### src/rtl/game_pkg.sv
// Shared constants and types for the 8x8 LED Flappy Bird game blocks.
package game_pkg;

    localparam int unsigned ROWS      = 8;
    localparam int unsigned COLS      = 8;
    localparam int unsigned BIRD_COL  = 6;
    localparam int unsigned SCORE_COL = 7;

    // Pipe-gap LFSR: all-zero start, XNOR feedback from bits 5 and 4 (x^6+x^5+1).
    localparam int unsigned LFSR_W     = 6;
    localparam logic [5:0]  LFSR_RESET = 6'b000000;
    localparam int unsigned LFSR_TAP_HI = 5;
    localparam int unsigned LFSR_TAP_LO = 4;

    // One matrix column, index = row (0 bottom, 7 top).
    typedef logic [ROWS-1:0] col_t;

endpackage

### src/rtl/lfsr6.sv
// Free-running 6-bit XNOR LFSR, period 63; all-ones lock-up state is unreachable from reset.
module lfsr6
    import game_pkg::*;
(
    input  logic       clk,
    input  logic       reset,
    output logic [5:0] q
);

    // Shift left, feeding back the XNOR of the two tap bits.
    always_ff @(posedge clk or posedge reset) begin
        if (reset) begin
            q <= LFSR_RESET;
        end else begin
            q <= {q[4:0], ~(q[LFSR_TAP_HI] ^ q[LFSR_TAP_LO])};
        end
    end

endmodule

### src/rtl/flappy_game_monitor.sv
// Game-status monitor: pipe-gap random selector, sticky loss flag and per-pipe score pulse.
module flappy_game_monitor
    import game_pkg::*;
(
    input  logic       clk,
    input  logic       reset,
    input  col_t       bird_col,
    input  col_t       pipe_col,
    input  logic       ground_hit,
    input  col_t       score_col,
    output logic [3:0] rand_sel,
    output logic       loss,
    output logic       score_pulse
);

    logic [5:0] lfsr_q;
    logic       hit;
    logic       present;
    logic       score_seen;
    logic       unused_lfsr_ends;

    lfsr6 u_lfsr (
        .clk   (clk),
        .reset (reset),
        .q     (lfsr_q)
    );

    assign rand_sel         = lfsr_q[4:1];
    assign unused_lfsr_ends = lfsr_q[5] ^ lfsr_q[0];

    // Collision and pipe-presence detection from the current column contents.
    always_comb begin
        hit     = (|(bird_col & pipe_col)) | ground_hit;
        // A pipe column is recognised by both end rows being lit.
        present = score_col[ROWS-1] & score_col[0];
    end

    // Sticky loss, presence history and rising-edge score pulse; no scoring once a hit occurs.
    always_ff @(posedge clk or posedge reset) begin
        if (reset) begin
            loss        <= 1'b0;
            score_seen  <= 1'b0;
            score_pulse <= 1'b0;
        end else begin
            loss        <= loss | hit;
            score_seen  <= present;
            score_pulse <= present & ~score_seen & ~loss & ~hit;
        end
    end

endmodule

### config.mk
export PLATFORM = sky130hd
export DESIGN_NAME = flappy_game_monitor
export DESIGN_NICKNAME = d
export VERILOG_FILES = /design/src/rtl/game_pkg.sv /design/src/rtl/lfsr6.sv /design/src/rtl/flappy_game_monitor.sv
export SDC_FILE = /design/constraint.sdc
export NUM_CORES = 1
export LEC_CHECK = 0
export CAP_MARGIN = 20
export CORE_AREA = 2 2 39 41
export CTS_CLUSTER_SIZE = 12
export DETAILED_ROUTE_END_ITERATION = 10
export DIE_AREA = 0 0 41 43
export HOLD_SLACK_MARGIN = 0.12
export PLACE_DENSITY = 0.73
export SKIP_CTS_REPAIR_TIMING = 1
export SYNTH_ARGS = -nofsm -noshare
export SYNTH_HDL_FRONTEND = slang
export SYNTH_HIERARCHICAL = 1
export SYNTH_SLANG_ARGS = --single-unit
### constraint.sdc
create_clock -name clk -period 1 [get_ports clk]
set_input_delay 0.25 -clock clk [delete_from_list [all_inputs] [get_ports clk]]
set_output_delay 0.25 -clock clk [all_outputs]
set_load 0.02 [all_outputs]
==> results of run 1 <==
## final cells by class
| type | count | area share, % |
|---|---|---|
| Timing Repair Buffer | 33 | 47.9 |
| Sequential cell | 9 | 31.8 |
| Multi-Input combinational cell | 9 | 12.7 |
| Clock buffer | 4 | 3.71 |
| Tap cell | 16 | 2.83 |
| Inverter | 2 | 1.06 |
## cell usage in the layout, fill, tap and decap left out
cell type	n
nand2_1	1
a222oi_1	1
buf_2	2
buf_6	5
inv_1	2
buf_4	6
a22o_1	1
clkbuf_4	3
clkbuf_1	1
a2111oi_4	1
and2_1	1
a22oi_1	1
clkdlybuf4s50_1	9
dlymetal6s2s_1	11
nand3_1	1
dfrtp_1	9
xnor2_1	1
and4bb_1	1
## sequential cells by signal, summed over array words and instances, names as in the netlist
register	flops
loss	1
score_pulse	1
score_seen	1
u_lfsr/q	6
## per-stage QoR
step | setup TNS (ns) | util (%)
2_1_floorplan | -0.0426 | -
3_3_place_gp | -1.99 | 45.9
3_5_place_dp | -2.03 | 45.9
4_1_cts | -3.17 | 47.8
5_1_grt | -0.497 | 51.2
6_report | -0.248 | 51.2
## how the worst min path moves through the flow
stage	start	endpoint	cells past startpoint
4_1_cts	reset	score_seen$_DFF_PP0_	2
2_1_floorplan	reset	loss$_DFF_PP0_	1
3_5_place_dp	u_lfsr/q[0]$_DFF_PP0_	u_lfsr/q[1]$_DFF_PP0_	0
6_report	reset	loss$_DFF_PP0_	2
3_3_place_gp	u_lfsr/q[0]$_DFF_PP0_	u_lfsr/q[1]$_DFF_PP0_	0
5_1_grt	reset	loss$_DFF_PP0_	2
## kinds of logic after synthesis
kind of cell	count (synthesis)
AND/OR/NAND/NOR	4
buffers and inverters	2
flip-flops	9
AO/OA/AOI/OAI	4
XOR/XNOR	1
## critical path: stages (launching register included)
cell	delay (ns)
dfrtp_1	0.39
buf_6	0.12
a2111oi_4	0.28
and4bb_1	0.22
## routing by layer
metal	vias to the layer above	share of wire [%]	GRT usage [%]
met5	-	0	0
met2	23	46	14.1
met4	0	0	4.00
li1	146	-	-
met1	139	43	11.4
met3	0	11	4.71
## where the power goes
group | switching [uW] | leakage (uW) | total, uW | internal (uW)
Clock | 111 | 0.0000150 | 264 | 153
Sequential | 0.686 | 0.000111 | 367 | 366
Combinational | 29.9 | 0.000277 | 108 | 78.0
Total | 141 | 0.000402 | 739 | 597
==> results by stage, run 1 <==
Setup path:
- The required time of the critical path is ~1.2 ns.
- The critical path starts at loss$_DFF_PP0_.
- The reg2reg setup slack is -0.08 ns.
- The critical path data arrival time is ~1.3 ns.
- The maximum fanout count along the critical path is 2.
- The endpoint of the most critical setup path is score_pulse$_DFF_PP0_.
- The start-to-end type of the worst setup path is reg2reg.
- STA classifies the critical path startpoint as a register.
- STA classifies the critical path endpoint as a register.
- The start of the worst register-to-register path is loss$_DFF_PP0_.
- The logic depth of the worst register-to-register path is 3.
- The worst register-to-register path ends at score_pulse$_DFF_PP0_.

Final layout:
- Fill cells in the final layout number roughly 130.
- The multi-input combinational cells in the finished layout cover a total of between 90 and 100 um2.
- The area growth from synthesis to layout is 128%.
- The final layout contains 85 nets.
- The number of antenna diodes is 0.
- The ratio of cells with drive above 1 in the final layout is 29.8%.
- The finished cells cover 708 um2.
- The area taken by flip-flops and latches is 225 um2.
- The number of non-filler instances in the completed layout is 73.

Yosys:
- After synthesis, the largest family of logic cells by area is compound AO/OA/AOI/OAI gates.
- Sorting the synthesized cells by how often they occur yields 9 x dfrtp_1, 2 x inv_1.
- The number of enable-type register cells in the synthesized netlist is 0.
- Synthesis handed over a netlist of 20 instances.
- The post-synthesis mux area share is 0%.
- Among all flip-flop cells after synthesis, the most frequent one is dfrtp_1.
- The total of warnings raised by yosys is 6.
- Of the post-synthesis cell area, the dominant cell type holds about 73%.
- The number of distinct library cell variants in the gate-level netlist after synthesis is 11.
- By area the synthesized netlist is led by dfrtp_1 73%, a2111oi_2 4.8%, and4bb_1 4.0%, a222oi_1 3.2%, a22o_1 2.8%.
- The arithmetic-cell share of the synthesized area counting full adders, half adders and majority gates is 0%.
- The synthesized design contains 9 register bits.
- The part of the Yosys area used for sequential elements is 72.6%.
- Of the total synthesized cell area, the portion taken by AND, OR, NAND and NOR gates is 8.87%.
- For this run, asynchronously set or reset flops after synthesis account for 100%.
- The synthesized netlist devotes 2.82% of its cell area to XOR and XNOR gates.
- The cell taking the most area after synthesis is dfrtp_1.
- The most repeated cell in the gate-level netlist after synthesis is dfrtp_1.
- The cell area that synthesis handed to floorplanning was slightly above 300 um2.
- The share of the synthesized area in compound gates (AO/OA/AOI/OAI) is about an eighth.
- The number of nets produced by synthesis is between 40 and 50.
- Each instance of the synthesized netlist takes up on average around 16 um2.

Clock network:
- TritonCTS built the clock tree.
- The clock slew seen by the registers of the worst setup and hold paths is about 0.060 ns.
- At the later pin of the worst-skew pair, clock insertion delay measures roughly 0.25 ns.
- Clock tree synthesis selected as its root buffer the cell clkbuf_4.
- No sink is reached through more buffers than the 2 on the longest clock path.
- The number of clock buffers added by TritonCTS is 3.
- The number of clock sinks is 9.
- In this run the number of H-tree levels came out at 1.

Run status:
- The flow ran to the end, but the final reports show violations.
- The final reports fail on negative setup slack.

Timing:
- Setup repair after global routing could not meet its margin everywhere.
- The count of endpoints failing hold in the final timing report is 0.
- In this run the tightest slew margin relative to its limit is between 70% and 80%.
- The top achievable clock speed is between 0.9 and 1 GHz.
- The measured slew at the worst slew-check pin is 0.381 ns.
- In the post-route analysis, the smallest setup slack over all paths is -0.0773 ns.
- The share of the clock period used by the worst path is 108%.
- Hold is met by 0.200 ns.
- The clock arrives with a little under 0.001 ns of skew.
- After layout, the minimum clock period comes to approximately 1.1 ns.
- The number of endpoints failing setup at the final stage is 7.
- The number of pins exceeding their max-slew limit in the final report is 0.

Global routing:
- Entering global routing, the biggest net connects 7 pins.
- Global routing consumed, over all layers together, under 10% of the routing resources.
- The via count of the first global-routing pass is 314.
- The total grt overflow is 0.
- The initial antenna violation count is 0.
- The first-pass GRT wire length is roughly 1100 um.

Worst hold path:
- The class of the tightest hold or removal check is in2async.

Placement:
- The total instance count after detailed placement is 68.
- The count of input and output buffers is 26.
- The final estimated routing congestion in global placement is ~0.62.
- After legalization and detailed placement, the total HPWL measured just under 600 um.
- Before CTS, the worst setup slack after placement is -0.514 ns.
- After detailed placement, the total cell area comes to ~640 um2.

Floorplan:
- The die footprint is roughly 1800 um2.
- After floorplanning, the core was sized to cover around 1400 um2.
- The number of ports placed on the die boundary is 33.
- The die boundary height is 43 um.
- Row generation in the floorplan step produced 14 rows.
- For this configuration, the core starts out at a cell density of 22.4%.
- The width of the chip is 41 um.

Job:
- The count of max-cap constraint violations is 0.

Route:
- Using the TritonRoute via totals, the vias-per-cell ratio works out to about 4.2.
- The violation count after the first detailed-route iteration is 5.
- In this run the remaining antenna-violating nets after routing total 0.
- After detailed routing, the number of remaining DRC violations is 0.
- The final route contains between 300 and 400 vias.
- The average wire length per cell after detail routing is 9.79 um.
- The sum of routed wire length over all layers is 715 um.
- The count of TritonRoute iterations in the first routing pass is 4.

Power:
- The power per unit of standard cell area is between 1000 and 1500 nW/um2.
- Across the VDD grid, the largest voltage drop is 0.000438 V.
- The total power after layout is 739 uW.
- The leakage power summed over all cells is about 0.00040 uW.
(Power assumes the default switching activity.)
==> run 2, diff against run 1 <==
ABC_AREA = 1   (was not set)
CTS_BUF_LIST = sky130_fd_sc_hd__clkbuf_2   (was not set)
PLACE_DENSITY = 0.77   (was 0.73)
==> run 2 against run 1 <==
  * The run still ends with negative setup slack left
  * Global-route usage fell by 0.11 points
  * Wire length rose by 1.4%
  * Largest power group unchanged
  * Sequential cell count did not move
  * Sequential share of layout area rose by 0.75 points
  * Area after synthesis rose by 17%
  * Critical path type is now reg2out
  * Via count rose by 14%
  * Clock power fell by 14%
  * Clock skew rose by 0.0033 ns
  * Combinational power rose by 4%
  * Final cell count rose by 23%
  * Sequential power barely moved
==> results by stage, run 2 <==
Run status:
- Run status: finished with violations (unchanged).
- Violated checks: negative setup slack (unchanged).

Route:
- The via-per-instance ratio is 3.89 (was 4.22).
- The average wire length per cell after detail routing is 8.06 um (was 9.79 um).
- The count of TritonRoute iterations in the first routing pass is 4 (unchanged).
- The sum of routed wire length over all layers is 725 um (was 715 um).
- The post-detailed-route count of antenna-violating nets is 0 (unchanged).
- The remaining routing DRC violations is 0 (unchanged).
- The total via count after detailed routing is 350 (was 308).
- The violation count after the first detailed-route iteration is 8 (was 5).

Clock network:
- The number of levels in the clock H-tree came to 1 (unchanged).
- The clock slew seen by the registers of the worst setup and hold paths is 0.10 ns (was 0.06 ns).
- The cell chosen for the clock root was clkbuf_2 (was clkbuf_4).
- The number of clock sinks was 9 (unchanged).
- The clock insertion delay at the later pin of the skew report came to 0.25 ns (about the same).
- The CTS tree is built (unchanged).
- The clock tree buffer depth is 2 (unchanged).
- The number of CTS-inserted buffers came to 3 (unchanged).

Yosys:
- The mean cell area of the mapped netlist came to 8.82 um2 (was 15.5 um2).
- The total of warnings raised by yosys is 6 (unchanged).
- The number of nets produced by synthesis is 68 (was 47).
- The most repeated cell in the gate-level netlist after synthesis is nand2_1 (was dfrtp_1).
- The number of synthesized register bits is 9 (unchanged).
- The post-synthesis cell count is 41 (was 20).
- Cell types occupying the most area after synthesis: dfrtp_1 62%, nand2_1 18%, inv_1 9.3%, nor2_2 5.2%, nand3_2 2.8% (was dfrtp_1 73%, a2111oi_2 4.8%, and4bb_1 4.0%, a222oi_1 3.2%, a22o_1 2.8%).
- The part of the Yosys area used for sequential elements was 62.3% (was 72.6%).
- The post-synthesis instance area was 362 um2 (was 310 um2).
- The share of Yosys cell area claimed by the top area cell type is 62.3% (was 72.6%).
- The predominant post-synthesis flop cell is dfrtp_1 (unchanged).
- List of most frequent post-synthesis cells: 17 x nand2_1, 9 x dfrtp_1, 9 x inv_1 (was 9 x dfrtp_1, 2 x inv_1).
- The share of flip-flops with an asynchronous set or reset after synthesis is 100% (unchanged).
- The number of enable-type register cells in the synthesized netlist came to 0 (unchanged).
- The cell taking the most area after synthesis is dfrtp_1 (unchanged).
- The number of distinct library cell variants in the gate-level netlist after synthesis came to 7 (was 11).

Global routing:
- The first-pass GRT wire length is 1100 um (was 1120 um).
- The total global routing track utilization is 9.44% (was 9.55%).
- The total grt overflow is 0 (unchanged).
- The pin count of the biggest net entering global routing is 7 (unchanged).
- The initial antenna violation count was 0 (unchanged).
- The via count of the first global-routing pass is 306 (was 314).

Final layout:
- Commonest non-fill, non-tap cells in the layout: 20 x clkdlybuf4s50_1, 17 x nand2_1, 9 x inv_1, 9 x dfrtp_1, 6 x buf_6 (was 11 x dlymetal6s2s_1, 9 x clkdlybuf4s50_1, 9 x dfrtp_1).
- The largest register by flop count was u_lfsr/q (unchanged).
- The fill cell instance count of the final layout came to 142 (was 126).
- The post-layout net count is 102 (was 85).
- The area growth from synthesis to layout is 91.3% (was 128%).
- The most frequent standard cell in the layout excluding fill and tap cells is clkdlybuf4s50_1 (was dlymetal6s2s_1).
- The number of flip-flops in the largest register came to 6 (unchanged).
- The number of antenna diodes is 0 (unchanged).
- The ratio of cells with drive above 1 in the final layout is 23.0% (was 29.8%).

Setup path:
- The buffers plus inverters on the worst setup path came to 1 (unchanged).
- The startpoint class of the critical path is a register (unchanged).
- The start-to-end type of the worst setup path is reg2out (was reg2reg).
- The required time of the critical path is 0.75 ns (was 1.19 ns).
- The gate family responsible for the most delay along the worst path is flip-flops (unchanged).
- The library cell contributing the largest single delay on the critical path is dfrtp_1 (unchanged).
- The critical path data arrival time is 0.80 ns (was 1.26 ns).
- The critical path capture point type was an output port (was register).
- The maximum fanout count along the critical path is 2 (unchanged).
- The critical path's largest stage delay is 0.41 ns (was 0.39 ns).
- Cell chain of the critical path: buf_6 (was buf_6 -> a2111oi_4 -> and4bb_1).

Power:
- The power spent charging and discharging nets was 170 uW (was 141 uW).
- The cell-internal power came to 535 uW (was 597 uW).
- The switching share of power is 24.2% (was 19.1%).
- The clock network power share is 32.1% (was 35.7%).
- The worst supply voltage drop on vdd is 0.000604 V (was 0.000438 V).
- The relative contribution of combinational cells to total power is 15.9% (was 14.6%).
- The proportion of power drawn by flip-flops and latches was 51.9% (was 49.7%).
- The leakage power summed over all cells was 0.000356 uW (was 0.000402 uW).
- The power per unit of standard cell area was 1020 nW/um2 (was 1040 nW/um2).

Timing:
- The headroom to the max-slew limit came to 84.9% (was 74.6%).
- The summed negative setup slack over all endpoints is -0.186 ns (was -0.248 ns).
- The number of endpoints failing setup at the final stage is 6 (was 7).
- The clock period minus worst slack is 1.05 ns (was 1.08 ns).
- The share of the clock period used by the worst path came to 105% (was 108%).
- The number of pins exceeding their max-slew limit in the final report is 0 (unchanged).
- The worst clock skew on the final layout is 0.00426 ns (was 0.000988 ns).
- Unrepaired setup endpoints after global routing: yes (unchanged).
- The final worst slack was -0.0475 ns (was -0.0773 ns).
- The measured slew at the worst slew-check pin was 0.227 ns (was 0.381 ns).
- The top achievable clock speed is 0.955 GHz (was 0.928 GHz).
- The count of endpoints failing hold in the final timing report is 0 (unchanged).

Worst hold path:
- The class of the tightest hold or removal check is in2async (unchanged).

Floorplan:
- The width of the chip is 41 um (unchanged).
- The effective utilization at floorplan is 26.1% (was 22.4%).
- The count of standard-cell rows is 14 (unchanged).
- The die footprint was 1760 um2 (unchanged).
- The area of the placeable core is 1380 um2 (unchanged).
- The die boundary height is 43 um (unchanged).
- The number of ports placed on the die boundary is 33 (unchanged).

Placement:
- The count of input and output buffers is 26 (unchanged).
- The final estimated routing congestion in global placement came to 0.672 (was 0.617).
- The pre-CTS worst setup slack is -0.201 ns (was -0.514 ns).
- The HPWL after detailed placement came to 623 um (was 579 um).

Job:
- The count of max-cap constraint violations is 0 (unchanged).
==> run 2: cell families after synthesis <==
family                 after synthesis  synth area share (%)
flip-flops                           9                  62.3
buffers and inverters                9                  9.34
AND/OR/NAND/NOR                     23                  28.4
==> run 2: cell type report <==
| cell class | count | area [um2] | area share (%) |
|---|---|---|---|
| Tap cell | 16 | 20.0 | 2.89 |
| Inverter | 9 | 33.8 | 4.88 |
| Multi-Input combinational cell | 23 | 103 | 14.8 |
| Clock inverter | 1 | 5.00 | 0.723 |
| Timing Repair Buffer | 29 | 290 | 42.0 |
| Clock buffer | 3 | 15.0 | 2.17 |
| Sequential cell | 9 | 225 | 32.5 |
==> run 2: metrics by stage <==
| step | hold WS, ns | power (uW) | instance area, um2 | cells | utilization [%] |
|---|---|---|---|---|---|
| floorplan | 0.00364 | 405 | 362 | 41 | - |
| global placement | 0.337 | 486 | 657 | 85 | 47.5 |
| detailed placement | 0.336 | 487 | 657 | 85 | 47.5 |
| CTS | 0.170 | 721 | 677 | 89 | 48.9 |
| global route | 0.162 | 747 | 692 | 90 | 50.0 |
| finish | 0.181 | 705 | 692 | 90 | 50.0 |
==> run 2: routing by layer <==
metal | vias up | global-route usage, % | share of wire (%)
met5 | - | 0 | 0
met4 | 0 | 4.00 | 0
met3 | 0 | 5.76 | 14
met2 | 24 | 14.7 | 48
met1 | 143 | 9.67 | 38
li1 | 183 | - | -
==> run 2: final timing paths <==
check                                       from                    end  slack, ns  cells past startpoint
max                        u_lfsr/q[4]$_DFF_PP0_            rand_sel[3]      -0.05                      1
min                                        reset  score_pulse$_DFF_PP0_       0.18                      2
max reg2reg                       loss$_DFF_PP0_  score_pulse$_DFF_PP0_       0.17                      4
min reg2reg                u_lfsr/q[0]$_DFF_PP0_  u_lfsr/q[1]$_DFF_PP0_       0.39                      0
max in group asynchronous                  reset  u_lfsr/q[2]$_DFF_PP0_       0.58                      2
min in group clk           u_lfsr/q[0]$_DFF_PP0_  u_lfsr/q[1]$_DFF_PP0_       0.39                      0
==> run 2: power by group through the flow <==
stage,combinational [uW],sequential (uW),clock [uW]
floorplan,32.0,373,0
global placement,112,373,0
detailed placement,114,373,0
CTS,114,366,241
global route,125,366,255
finish,112,366,227
==> variant 1: new RTL, config.mk and constraints of run 1 <==
The package constant `ROWS` goes from 8 to 16.
--- a/src/rtl/game_pkg.sv
+++ b/src/rtl/game_pkg.sv
@@ -3,3 +3,3 @@
 
-    localparam int unsigned ROWS      = 8;
+    localparam int unsigned ROWS      = 16;
     localparam int unsigned COLS      = 8;
Interface: changed (resized bird_col, pipe_col and score_col); port bits go from 33 to 57. No check against the original RTL was run, so the function may have changed too.
==> variant 1 against run 1 <==
  * Register-to-register slack lost 120 ps
  * Design area grew 38%
  * Area after synthesis grew 12%
  * Combinational power grew 64%
  * Sequential cell count is the same
  * Final cell count grew 36%
  * Non-clock buffer count grew 17
  * The flow still finishes with violations (negative setup slack)
  * Highest routed layer is now met4
  * Setup slack lost 160 ps
  * Routed wire length grew 75%
  * Clock skew grew 1.7 ps
  * Total power grew 9.5%
==> variant 1: results (changes against run 1) <==
The routability congestion estimate is 0.655 (was 0.617), and the area of placed instances is 827 µm² (was 636 µm²). The xor and xnor fraction of the mapped netlist area was 0.0251 (was 0.0282); the net count of the mapped netlist was 80 (was 47). The routed length on met2 was 587 µm (was 327 µm); the normalized max-slew margin was 0.816 (was 0.746).

The arrival time of the worst setup path is 1360 ps (was 1260 ps). The worst path setup slack after routing is -239 ps (was -77.3 ps). The logs give -200 ps (was -80 ps) for the worst-case register-to-register setup slack and 0.000678 µW (was 0.000402 µW) for the leakage power of the design. The tools report the vias after detailed routing as 459 (was 308). The logs give 0.394 mV (was 0.438 mV) for the maximum VDD drop and 512 µm (was 308 µm) for the routed metal-1 wire length.

The run gives 965 µm (was 579 µm) as the detailed-placement wirelength estimate. Violations in the final reports: negative setup slack (unchanged). For the met1 layer usage reported by global route, the log shows 0.211 (was 0.114).

For the total setup violations reported at the end of the flow, the log shows 7 (unchanged). For the final wirelength, the log shows 1.25 mm (was 715 µm). The critical path's largest stage delay works out to 450 ps (was 390 ps). For the cell-internal power, the log shows 645 µW (was 597 µW).

The tools report the start point of the critical path as bird_col[10] (was loss). The highest metal layer used by the detailed router is met4 (was met3). For the power drawn by the combinational cells, the log shows 177 µW (was 108 µW). The tools report the number of distinct library cells after synthesis as 13 (was 11). For the amount of wire on met3 after detailed routing, the log shows 134 µm (was 79 µm). Top cells by area, synth: dfrtp_1, a22oi_1, a222oi_1 (was dfrtp_1, a2111oi_2, and4bb_1). The run finished, with violations left.

Total routing resource utilization after global routing: 0.168 (was 0.0955).
variant 1: changes by cell type after synthesis, sizes merged:
cell     change
nand2b       +1
nor2         +1
nor4         +1
nand3        +1
or4          +1
a22oi        +5
and4bb       -1
a21oi        +1
a22o         -1
a2111oi      -1
nand2        +1
variant 1: worst min path at each step:
| stage | to | slack [ps] | depth (start not counted) |
|---|---|---|---|
| 3_5_place_dp | u_lfsr/q[1] | 340 | 0 |
| 3_3_place_gp | u_lfsr/q[1] | 330 | 0 |
| 4_1_cts | score_seen | 190 | 2 |
| 2_1_floorplan | loss | 4 | 1 |
| 5_1_grt | score_pulse | 190 | 2 |
| 6_report | score_pulse | 190 | 2 |
variant 1: area by class of cell:
class | count | area share
Tap cell | 16 | 0.0205
Multi-Input combinational cell | 18 | 0.146
Sequential cell | 9 | 0.231
Inverter | 2 | 0.00769
Timing Repair Buffer | 50 | 0.568
Clock buffer | 4 | 0.0269
==> variant 2: new RTL, flow settings as in run 1 <==
Made on the original files. Register the output `rand_sel`, without a reset; this adds one clock of latency there. The other outputs are not delayed to match.
--- a/src/rtl/flappy_game_monitor.sv
+++ b/src/rtl/flappy_game_monitor.sv
@@ -27,3 +27,5 @@
 
-    assign rand_sel         = lfsr_q[4:1];
+    always_ff @(posedge clk) begin
+        rand_sel <= lfsr_q[4:1];
+    end
     assign unused_lfsr_ends = lfsr_q[5] ^ lfsr_q[0];
Behaviour: not the same (Yosys sat finds a counterexample within 4 cycles, from zero or initial values and one cycle with reset high).
==> variant 2 against run 1 <==
  * The flow still finishes with violations (negative setup slack)
  * Global-route usage is 1.4 points higher
  * Die area unchanged
  * Total power rose by 26%
  * Critical endpoint is now loss
  * Routed wire length is 24% higher
  * Sequential power rose by 43%
  * Area after synthesis rose by 25%
  * Highest routed layer unchanged
  * Design area grew 0.88%
  * Sequential cell count rose by 4
  * Combinational power shrank 8%
  * Setup slack got worse by 20 ps
  * Non-clock buffer count down 5
==> variant 2: results (changes against run 1) <==
The run finished, with violations left. Violations in the final reports: negative setup slack (unchanged). The largest registers in the layout are u_lfsr/q (6), rand_sel (4). The path class of the lowest-slack min-delay path is in2async (unchanged). The logs give 1.17 mm (was 1.12 mm) for the global-route wire length before repair and 0 (unchanged) for the number of antenna violations at the first check in global routing.

Capturing point of the worst reg2reg path: loss (was score_pulse). Top cells by area, synth: dfrtp_1, dfxtp_1, a22oi_1 (was dfrtp_1, a2111oi_2, and4bb_1). CTS root buffer: clkbuf_4 (unchanged). The tools report the worst-case register-to-register setup slack as -100 ps (was -80 ps).

The number of distinct library cells after synthesis is 11 (unchanged), and the source-to-sink clock delay at the later pin of the worst-skew pair is 270 ps (was 250 ps). Setup slack at placement: -468 ps (was -514 ps). Top cells by instance count after synthesis: dfrtp_1, dfxtp_1, a22oi_1, inv_1, nand2_1 (was dfrtp_1, inv_1).

The normalized max-slew margin came out at 0.828 (was 0.746). The leakage power of the design is 0.000348 µW (was 0.000402 µW), and the via count of the first global-routing pass is 303 (was 314). The arrival time of the worst setup path is 1260 ps (about the same).

The tools report the count of maximum capacitance violations as 0 (unchanged). The post-synthesis async set-or-reset flop share is 0.692 (was 1.00), and the total routing resource utilization after global routing is 0.109 (was 0.0955). For the number of H-tree levels, the log shows 1 (unchanged).

TritonCTS built the clock tree. The highest fanout seen on the critical path was 2 (unchanged); the final layout net count was 85 (unchanged). The average routed wire per standard cell is 12.1 µm (was 9.79 µm), and the pin count of the biggest net entering global routing is 8 (was 7). Maximum VDD drop: 0.822 mV (was 0.438 mV). The tools report the net count of the mapped netlist as 52 (was 47).

The vias after detailed routing came out at 312 (was 308). The length of the first detailed-routing pass in iterations is 4 (unchanged), and the number of warnings printed during yosys synthesis is 6 (unchanged). For the met3 track demand over resource, the log shows 0.0995 (was 0.0471). The CTS buffer count is 3 (unchanged), and the worst clock skew is 9.10 ps (was 0.988 ps). The total setup violations reported at the end of the flow was 4 (was 7).

The sequential share of the synthesized area is 0.785 (was 0.726), and the maximum count of clock buffers along a single path is 2 (unchanged). The number of port buffers was 26 (unchanged); the detailed-placement wirelength estimate was 689 µm (was 579 µm). Worst path setup slack after routing: -97.2 ps (was -77.3 ps). Fraction of layout cells with a size suffix above 1: 0.246 (was 0.298). The cell at the slowest stage of the critical path was dfrtp_2 (was dfrtp_1).

The tools report the initial detailed-routing violation count as 1 (was 5). The global-route track usage on met2 is 0.163 (was 0.141). The critical path's largest stage delay came out at 420 ps (was 390 ps). The kind of cell adding the most delay to the critical path is flip-flops (unchanged). The start point of the critical path was loss (unchanged). The diode insertion count for antenna repair came out at 0 (unchanged). The cell row count is 14 (unchanged). The routability congestion estimate came out at 0.602 (was 0.617). The logic depth of the worst register-to-register path was 4 (was 3). The met1 layer usage reported by global route is 0.101 (was 0.114), and the clock transition at the registers of the reported paths is 80 ps (was 60 ps).
[variant 2: logic make-up (layout without fill, tap and decap cells)]
family	count (synthesis)	count (layout)	share of synthesized area
AO/OA/AOI/OAI	4	4	0.0836
flip-flops	13	13	0.785
buffers and inverters	2	34	0.0193
AND/OR/NAND/NOR	5	5	0.0900
XOR/XNOR	1	1	0.0225
[variant 2: final cells by class]
class                      count  area (µm²)
sequential                    13         307
tap                           16        20.0
timing repair buffer          28         273
fill                         123         669
inverter                       2        7.51
multi-input combinational     10        81.3
clock buffer                   4        26.3
[variant 2: worst max-delay path by stage]
| stage | endpoint | slack [ps] | cells past startpoint |
|---|---|---|---|
| after floorplan | loss | 0.2 | 3 |
| after global placement | loss | -440 | 4 |
| after detailed placement | score_pulse | -470 | 4 |
| after CTS | loss | -500 | 1 |
| after global routing | score_pulse | -140 | 4 |
| final | loss | -100 | 4 |
[variant 2: metrics by stage]
stage,area [µm²],TNS (ps),hold slack [ps],std cells,power (µW)
final,714,-296,169,73,929
after global routing,714,-464,185,73,976
after CTS,717,-3000,168,73,951
after detailed placement,691,-1830,346,69,641
after global placement,691,-1760,340,69,639
after floorplan,395,0,3.58,25,555
[variant 2: worst register-to-register path, stage by stage, from the launching register on]
cell      delay (ps)
dfrtp_2          420
buf_6            110
a211oi_2         140
nand2_1          110
or2_1            210
[variant 2: routing by layer]
layer	up-vias	wire length [µm]
met5	-	0
met2	28	379
met3	0	212
met1	135	292
li1	149	-
met4	0	0
[variant 2: power by group]
| part | switching (µW) | internal, µW |
|---|---|---|
| combinational | 24.6 | 74.9 |
| sequential | 0.903 | 525 |
| clock | 150 | 154 |
